$ cat src/rtl/uart_tx_frame.sv
// uart_tx_frame: parametrised UART transmitter.
// Takes a word over a valid/ready handshake and sends it LSB first, with
// configurable data width, parity and stop-bit count. The bit divider restarts
// with every frame, so each bit lasts exactly CLK_DIV cycles.
module uart_tx_frame #(
  parameter int unsigned CLK_DIV   = 868,
  parameter int unsigned DATA_BITS = 8,
  parameter int unsigned PARITY    = 0,
  parameter int unsigned STOP_BITS = 1
) (
  input  logic                 clk,
  input  logic                 rst,
  input  logic                 tx_valid_i,
  output logic                 tx_ready_o,
  input  logic [DATA_BITS-1:0] tx_data_i,
  output logic                 tx_serial_o,
  output logic                 tx_busy_o,
  output logic                 tx_done_o
);

  localparam int unsigned BW = $clog2(CLK_DIV);
  localparam int unsigned CW = $clog2(DATA_BITS);

  // Stop elaboration on parameter values the frame logic cannot support
  if (CLK_DIV < 2) begin : g_bad_clk_div
    $error("uart_tx_frame: CLK_DIV must be >= 2");
  end
  if (DATA_BITS < 5 || DATA_BITS > 9) begin : g_bad_data_bits
    $error("uart_tx_frame: DATA_BITS must be in 5..9");
  end
  if (PARITY > 2) begin : g_bad_parity
    $error("uart_tx_frame: PARITY must be 0, 1 or 2");
  end
  if (STOP_BITS < 1 || STOP_BITS > 2) begin : g_bad_stop_bits
    $error("uart_tx_frame: STOP_BITS must be 1 or 2");
  end

  typedef enum logic [2:0] {
    S_IDLE,
    S_START,
    S_DATA,
    S_PARITY,
    S_STOP
  } state_e;

  state_e                 state_q, state_d;
  logic [BW-1:0]          baud_q, baud_d;
  logic [CW-1:0]          bit_q, bit_d;
  logic [DATA_BITS-1:0]   shift_q, shift_d;
  logic                   par_q, par_d;
  logic                   serial_q, serial_d;
  logic                   busy_q, busy_d;
  logic                   done_q, done_d;
  logic                   baud_end_c;
  logic                   data_last_c;
  logic                   stop_last_c;

  assign baud_end_c  = (baud_q == BW'(CLK_DIV - 1));
  assign data_last_c = (bit_q == CW'(DATA_BITS - 1));
  assign stop_last_c = (bit_q == CW'(STOP_BITS - 1));

  // Ready is a pure decode of the state so a word is taken only in IDLE
  assign tx_ready_o  = (state_q == S_IDLE);
  assign tx_serial_o = serial_q;
  assign tx_busy_o   = busy_q;
  assign tx_done_o   = done_q;

  // Next-state, counters and next registered output values
  always_comb begin
    state_d  = state_q;
    baud_d   = baud_q;
    bit_d    = bit_q;
    shift_d  = shift_q;
    par_d    = par_q;
    serial_d = serial_q;
    busy_d   = busy_q;
    done_d   = 1'b0;

    if (state_q != S_IDLE) begin
      baud_d = baud_end_c ? '0 : baud_q + BW'(1);
    end

    unique case (state_q)
      S_IDLE: begin
        serial_d = 1'b1;
        busy_d   = 1'b0;
        if (tx_valid_i) begin
          state_d  = S_START;
          shift_d  = tx_data_i;
          par_d    = (PARITY == 2) ? (^tx_data_i) : ~(^tx_data_i);
          baud_d   = '0;
          bit_d    = '0;
          serial_d = 1'b0;
          busy_d   = 1'b1;
        end
      end
      S_START: begin
        if (baud_end_c) begin
          state_d  = S_DATA;
          bit_d    = '0;
          serial_d = shift_q[0];
        end
      end
      S_DATA: begin
        if (baud_end_c) begin
          if (data_last_c) begin
            bit_d = '0;
            if (PARITY != 0) begin
              state_d  = S_PARITY;
              serial_d = par_q;
            end else begin
              state_d  = S_STOP;
              serial_d = 1'b1;
            end
          end else begin
            bit_d    = bit_q + CW'(1);
            shift_d  = shift_q >> 1;
            serial_d = shift_q[1];
          end
        end
      end
      S_PARITY: begin
        if (baud_end_c) begin
          state_d  = S_STOP;
          bit_d    = '0;
          serial_d = 1'b1;
        end
      end
      S_STOP: begin
        // Raise done one cycle early so the registered pulse lands in the last cycle
        done_d = stop_last_c && (baud_q == BW'(CLK_DIV - 2));
        if (baud_end_c) begin
          if (stop_last_c) begin
            state_d  = S_IDLE;
            bit_d    = '0;
            busy_d   = 1'b0;
            serial_d = 1'b1;
          end else begin
            bit_d = bit_q + CW'(1);
          end
        end
      end
      default: begin
        state_d  = S_IDLE;
        serial_d = 1'b1;
        busy_d   = 1'b0;
      end
    endcase
  end

  // State and datapath registers with synchronous reset
  always_ff @(posedge clk) begin
    if (rst) begin
      state_q  <= S_IDLE;
      baud_q   <= '0;
      bit_q    <= '0;
      shift_q  <= '0;
      par_q    <= 1'b0;
      serial_q <= 1'b1;
      busy_q   <= 1'b0;
      done_q   <= 1'b0;
    end else begin
      state_q  <= state_d;
      baud_q   <= baud_d;
      bit_q    <= bit_d;
      shift_q  <= shift_d;
      par_q    <= par_d;
      serial_q <= serial_d;
      busy_q   <= busy_d;
      done_q   <= done_d;
    end
  end

endmodule
$ cat config.mk
export PLATFORM = sky130hd
export DESIGN_NAME = uart_tx_frame
export DESIGN_NICKNAME = d
export VERILOG_FILES = /design/src/rtl/uart_tx_frame.sv
export SDC_FILE = /design/constraint.sdc
export NUM_CORES = 1
export LEC_CHECK = 0
export CORE_UTILIZATION = 55
export CTS_CLUSTER_DIAMETER = 100
export DETAILED_ROUTE_END_ITERATION = 7
export PLACE_DENSITY = 0.77
export REMOVE_ABC_BUFFERS = 1
export SLEW_MARGIN = 10
export SYNTH_ARGS = -nofsm -noshare
export SYNTH_HDL_FRONTEND = slang
export SYNTH_SLANG_ARGS = --single-unit
$ cat constraint.sdc
create_clock -name clk -period 4.7 [get_ports clk]
set_input_delay 1.175 -clock clk [delete_from_list [all_inputs] [get_ports clk]]
set_output_delay 1.175 -clock clk [all_outputs]
set_load 0.01 [all_outputs]
; After elaboration in Yosys (flattened, before gate mapping)
; Index checks and enable logic that the tools add are counted.
[word_totals]
output_inout_bits = 4
elab_cells = 76
inputBits = 11
regBits = 27
[op_classes]
bitwise_logic = 2
reduce_logical = 14
n_eq_ne = 16
n_mux = 35
n_addsub = 2
[ops]
columns = operator, n
row1 = 10-bit two-way mux, 4
row2 = 3-bit two-way mux, 13
row3 = 8-bit two-way mux, 3
row4 = "10-bit == test, second input constant", 2
row5 = "2-bit inequality test, second input constant", 8
row6 = 8-bit one-hot mux with 2 select lines, 1
row7 = 3-bit one-hot mux with 5 select lines, 1
row8 = 3-bit one-hot mux with 4 select lines, 1
row9 = "10-bit by 1-bit adder with 10-bit output, second input constant", 1
row10 = 1-bit two-way mux, 10
row11 = 5-bit AND reduction, 2
row12 = 7-bit AND reduction, 1
row13 = "3-bit by 2-bit == test with 1-bit output, second input constant", 2
row14 = "3-bit == test, second input constant", 2
row15 = 3-bit zero test, 2
row16 = 1-bit one-hot mux with 5 select lines, 1
row17 = 4-bit AND reduction, 1
row18 = 4-bit nonzero test, 1
row19 = 2-bit OR reduction, 2
row20 = "3-bit by 1-bit adder with 3-bit output, second input constant", 1
row21 = "3-bit by 1-bit == test with 1-bit output, second input constant", 1
row22 = 1-bit one-hot mux with 3 select lines, 1
row23 = 3-bit AND reduction, 1
row24 = 3-bit nonzero test, 1
row25 = other kinds (5), 6

; Logic depth before layout (Yosys ltp)
[logic_depth]
ltp_word = 5
depth_mapped = 7
ltp_nobuf = 6

; Least setup slack after synthesis
; No wires, ideal clock.
[synth_timing]
path_type = input to register
start = input tx_valid_i
end = register shift_q[1]
t_arrival_ps = 2171
setup_time_ps = 70
required_time_ps = 4630
cell_stages = 5
n_path_buf = 1
slack_ps = 2458
path_cell_list = nor2b_1 -> o21ai_0 -> clkbuf_1 -> or3_1 -> a21oi_1
[synth_between]
elab_chain_cells = 2
[synth_lines]
columns = element, line
row1 = start: declaration, 13  ; input logic tx_valid_i,
row2 = 2-bit inequality test (no source line), --
row3 = 4-bit AND reduction (no source line), --
row4 = end signal: assignment, 166  ; shift_q <= shift_d;
row5 = end: declaration, 49  ; logic [DATA_BITS-1:0] shift_q, shift_d;
; No other way between the ends.
; A chain may end at the register's enable or synchronous reset.

; Final worst setup path
[layout_timing]
start = register state_q[1]
end = output tx_ready_o
[layout_between]
elab_chain_cells = 1
[layout_lines]
columns = element, line
row1 = start: declaration, 46  ; state_e state_q, state_d;
row2 = start signal: assignment, 163  ; state_q <= state_d;
row3 = 3-bit zero test, 63  ; assign tx_ready_o = (state_q == S_IDLE);
row4 = end: declaration, 14  ; output logic tx_ready_o,
; No other way between the ends.

==> impl_metrics.tcl <==
set metrics [dict create \
    critPathCaptureType "primary output" \
    upper_clock_frequency_limit_mhz 299 \
    gr-max-usage-layer "met2" \
    antennaDiodeCount 0 \
    met2_usage_pct 39.2 \
    drt-vias-per-instance 6.35 \
    boundaryPins 15 \
    final_weighted_congestion_in_routability_driven_placement 0.772 \
    use_met1_pct 30.4 \
    placement_rows 18 \
    crit_required_ns 3.52 \
    antenna_found_initial 0 \
    synth_enable_flop_cells 0 \
    globalRouteMet3Util_pct 3.01 \
    cp.arrival_ns 2.16 \
    die-height_um 55.0 \
    synth.avg_cell_area_um2 8.62 \
    drv.max_cap_violation_count 0 \
    placement.io_buffers 14 \
    cts.reportedPaths.clkPinSlew_ns 0.16 \
    num-fill-cells 225 \
    timing.hold.worst.class "flop to flop" \
    most_numerous_cell_types_in_the_synthesized_netlist "27 x dfxtp_1, 16 x a21oi_1, 15 x mux2i_1, 12 x nand3_1, 11 x nor2_1" \
    p_sw_uw 104 \
    worst-setup-path-type "flop to primary output" \
    die_w_um 55.0 \
    timing.slew.headroom_pct 24.8 \
    place_hpwl_mm 2.33 \
    power.share.sequential_pct 60.8 \
    rsz0062_at_grt "no" \
    worst_ir_drop_vdd_mv 0.181 \
    top_count_cell_post_synth "dfxtp_1" \
    cts_root_buf "clkbuf_4" \
    leakagePower_nw 0.600 \
    first_pass_iters 4 \
    drv_slew 0 \
    power_per_cell_area_mw_per_mm2 231 \
    postCtsSetupBuffers 0 \
    post_synth_main_area_contributors "dfxtp_1 35%, mux2i_1 9.7%, a21oi_1 5.2%" \
    tns_ns 0 \
    ant_nets 0 \
    period_minus_slack_ns 3.34 \
    cellInternalPower_uw 294 \
    synth_async_sr_flop_share_pct 0 \
    die_footprint_mm2 0.00302 \
    final_layout_size_suffix_gt1_share_pct 7.37 \
    worstPathMaxFanout 19 \
    post-synth-top-area-cell "dfxtp_1" \
    setup_viol_count_final 0 \
    ys_seq_area_share_pct 35.0 \
    totalWireLength_mm 3.21 \
    clk_path_buf_depth 2 \
    startpoint_type "flop" \
    core_area_mm2 0.00257 \
    synth_cell_types 47 \
    tritoncts "yes" \
    synthesis.instances 179 \
    num-nets-final 207 \
    placed_cells 216 \
    postSynth.topFlopCell "dfxtp_1" \
    first_global_vias 1145 \
    violation_count_after_the_first_detailed_routing_iteration 39 \
    synth-seq-cells 27 \
    overflow_left_after_global_routing 0 \
    initial_core_util_pct 60.1 \
    tightestPinTransition_ns 1.12 \
    drc 0 \
    power_frac_clock_pct 26.3 \
    post_cts_hold_buffer_count 0 \
    clock_skew_ns 0.00921 \
    worst_skew_pair.late_latency_ns 0.33 \
    final-instance-count-excl-fill 220 \
    total_power_uw 398 \
    netlist.area_leader.share_pct 35.0 \
    layout-area-overhead-vs-synth_pct 11.4 \
    detailroute.via_count 1397 \
    detail_route.wl_per_cell_um 14.6 \
    total_routing_resource_utilization_after_global_routing_pct 23.3 \
    post_cts_resize_count 0 \
    h-tree-depth 1 \
    cts.sinks 27 \
    status "finished, final reports clean" \
    final.period_utilization_pct 71.0 \
    combinationalPowerShare_pct 12.9 \
    final-hold-violation-count 0 \
    synthesis.area_mm2 0.00154 \
    fin_hold_ws_ns 0.492 \
    yosys_warnings 0 \
    grt_max_degree 22 \
    global_route_wire_length_before_repair_mm 5.04 \
    power.switching_fraction_pct 26.1 \
    utilization_of_the_core_after_routing_pct 67.0 \
    cts_made_buffers 3 \
]
## area by class of cell
class	count	area, um2	area share, %
clock buffers	3	22.5	1.31
flip-flops and latches	27	541	31.4
clock inverters	1	5.00	0.291
well taps	30	37.5	2.18
inverters	8	30.0	1.75
multi-input cells	134	921	53.6
repair buffers	17	163	9.46
## cell usage in the layout (no fill, tap or decap), types with 5 or more instances in the layout
master	synthesis	layout
a21oi_1	16	16
inv_1	7	7
nand2_1	10	10
ha_1	5	5
or3_1	10	10
o21ai_1	10	10
mux2i_1	15	15
nor2_1	11	11
dfxtp_1	27	27
nand3_1	12	12
clkdlybuf4s50_1	0	14
## routing by layer
layer  vias up  share of wire, %
li1        685                 -
met1       667                48
met2        35                46
met3        10               3.8
met4         0               1.6
met5         -                 0
## final timing paths
path                            from                       to  slack (ns)  depth (start not counted)
min reg2reg  shift_q[0]$_SDFFE_PP0P_  shift_q[0]$_SDFFE_PP0P_        0.49                          2
min          shift_q[0]$_SDFFE_PP0P_  shift_q[0]$_SDFFE_PP0P_        0.49                          2
max          state_q[1]$_SDFFE_PP0P_               tx_ready_o        1.36                          3
max reg2reg  state_q[1]$_SDFFE_PP0P_  shift_q[6]$_SDFFE_PP0P_        2.47                          4
## stage by stage
stage	worst slack (ns)	area (um2)
after floorplan	2.27	1490
after global placement	1.80	1690
after detailed placement	1.77	1690
after CTS	1.37	1720
after global routing	1.26	1720
final	1.36	1720
## critical path, cell delays in order, from the launching register on
cell and delay, ns:
dfxtp_1 0.58, or3_1 0.55, inv_2 0.16, clkdlybuf4s50_1 0.55
## state kept, by name (all words and copies together), names as in the netlist
| signal | cells |
|---|---|
| tx_done_o | 1 |
| bit_q | 3 |
| tx_serial_o | 1 |
| state_q | 3 |
| shift_q | 8 |
| tx_busy_o | 1 |
| baud_q | 10 |
## logic make-up (layout without fill, tap and decap cells)
group	count (synthesis)	in the layout	share of synthesized area, %
compound gates	47	47	19.2
xor+xnor	1	1	0.568
fa+ha+maj	5	5	4.06
buf+inv	18	29	5.27
flops	27	27	35.0
mux	15	15	9.73
simple gates	66	66	26.1
## power groups by stage
| stage | clock network, mW | logic, mW | registers [mW] |
|---|---|---|---|
| floorplan | 0 | 0.0270 | 0.246 |
| global placement | 0 | 0.0490 | 0.246 |
| detailed placement | 0 | 0.0510 | 0.247 |
| CTS | 0.107 | 0.0511 | 0.242 |
| global route | 0.112 | 0.0561 | 0.243 |
| finish | 0.104 | 0.0514 | 0.242 |
(Power assumes the default switching activity.)
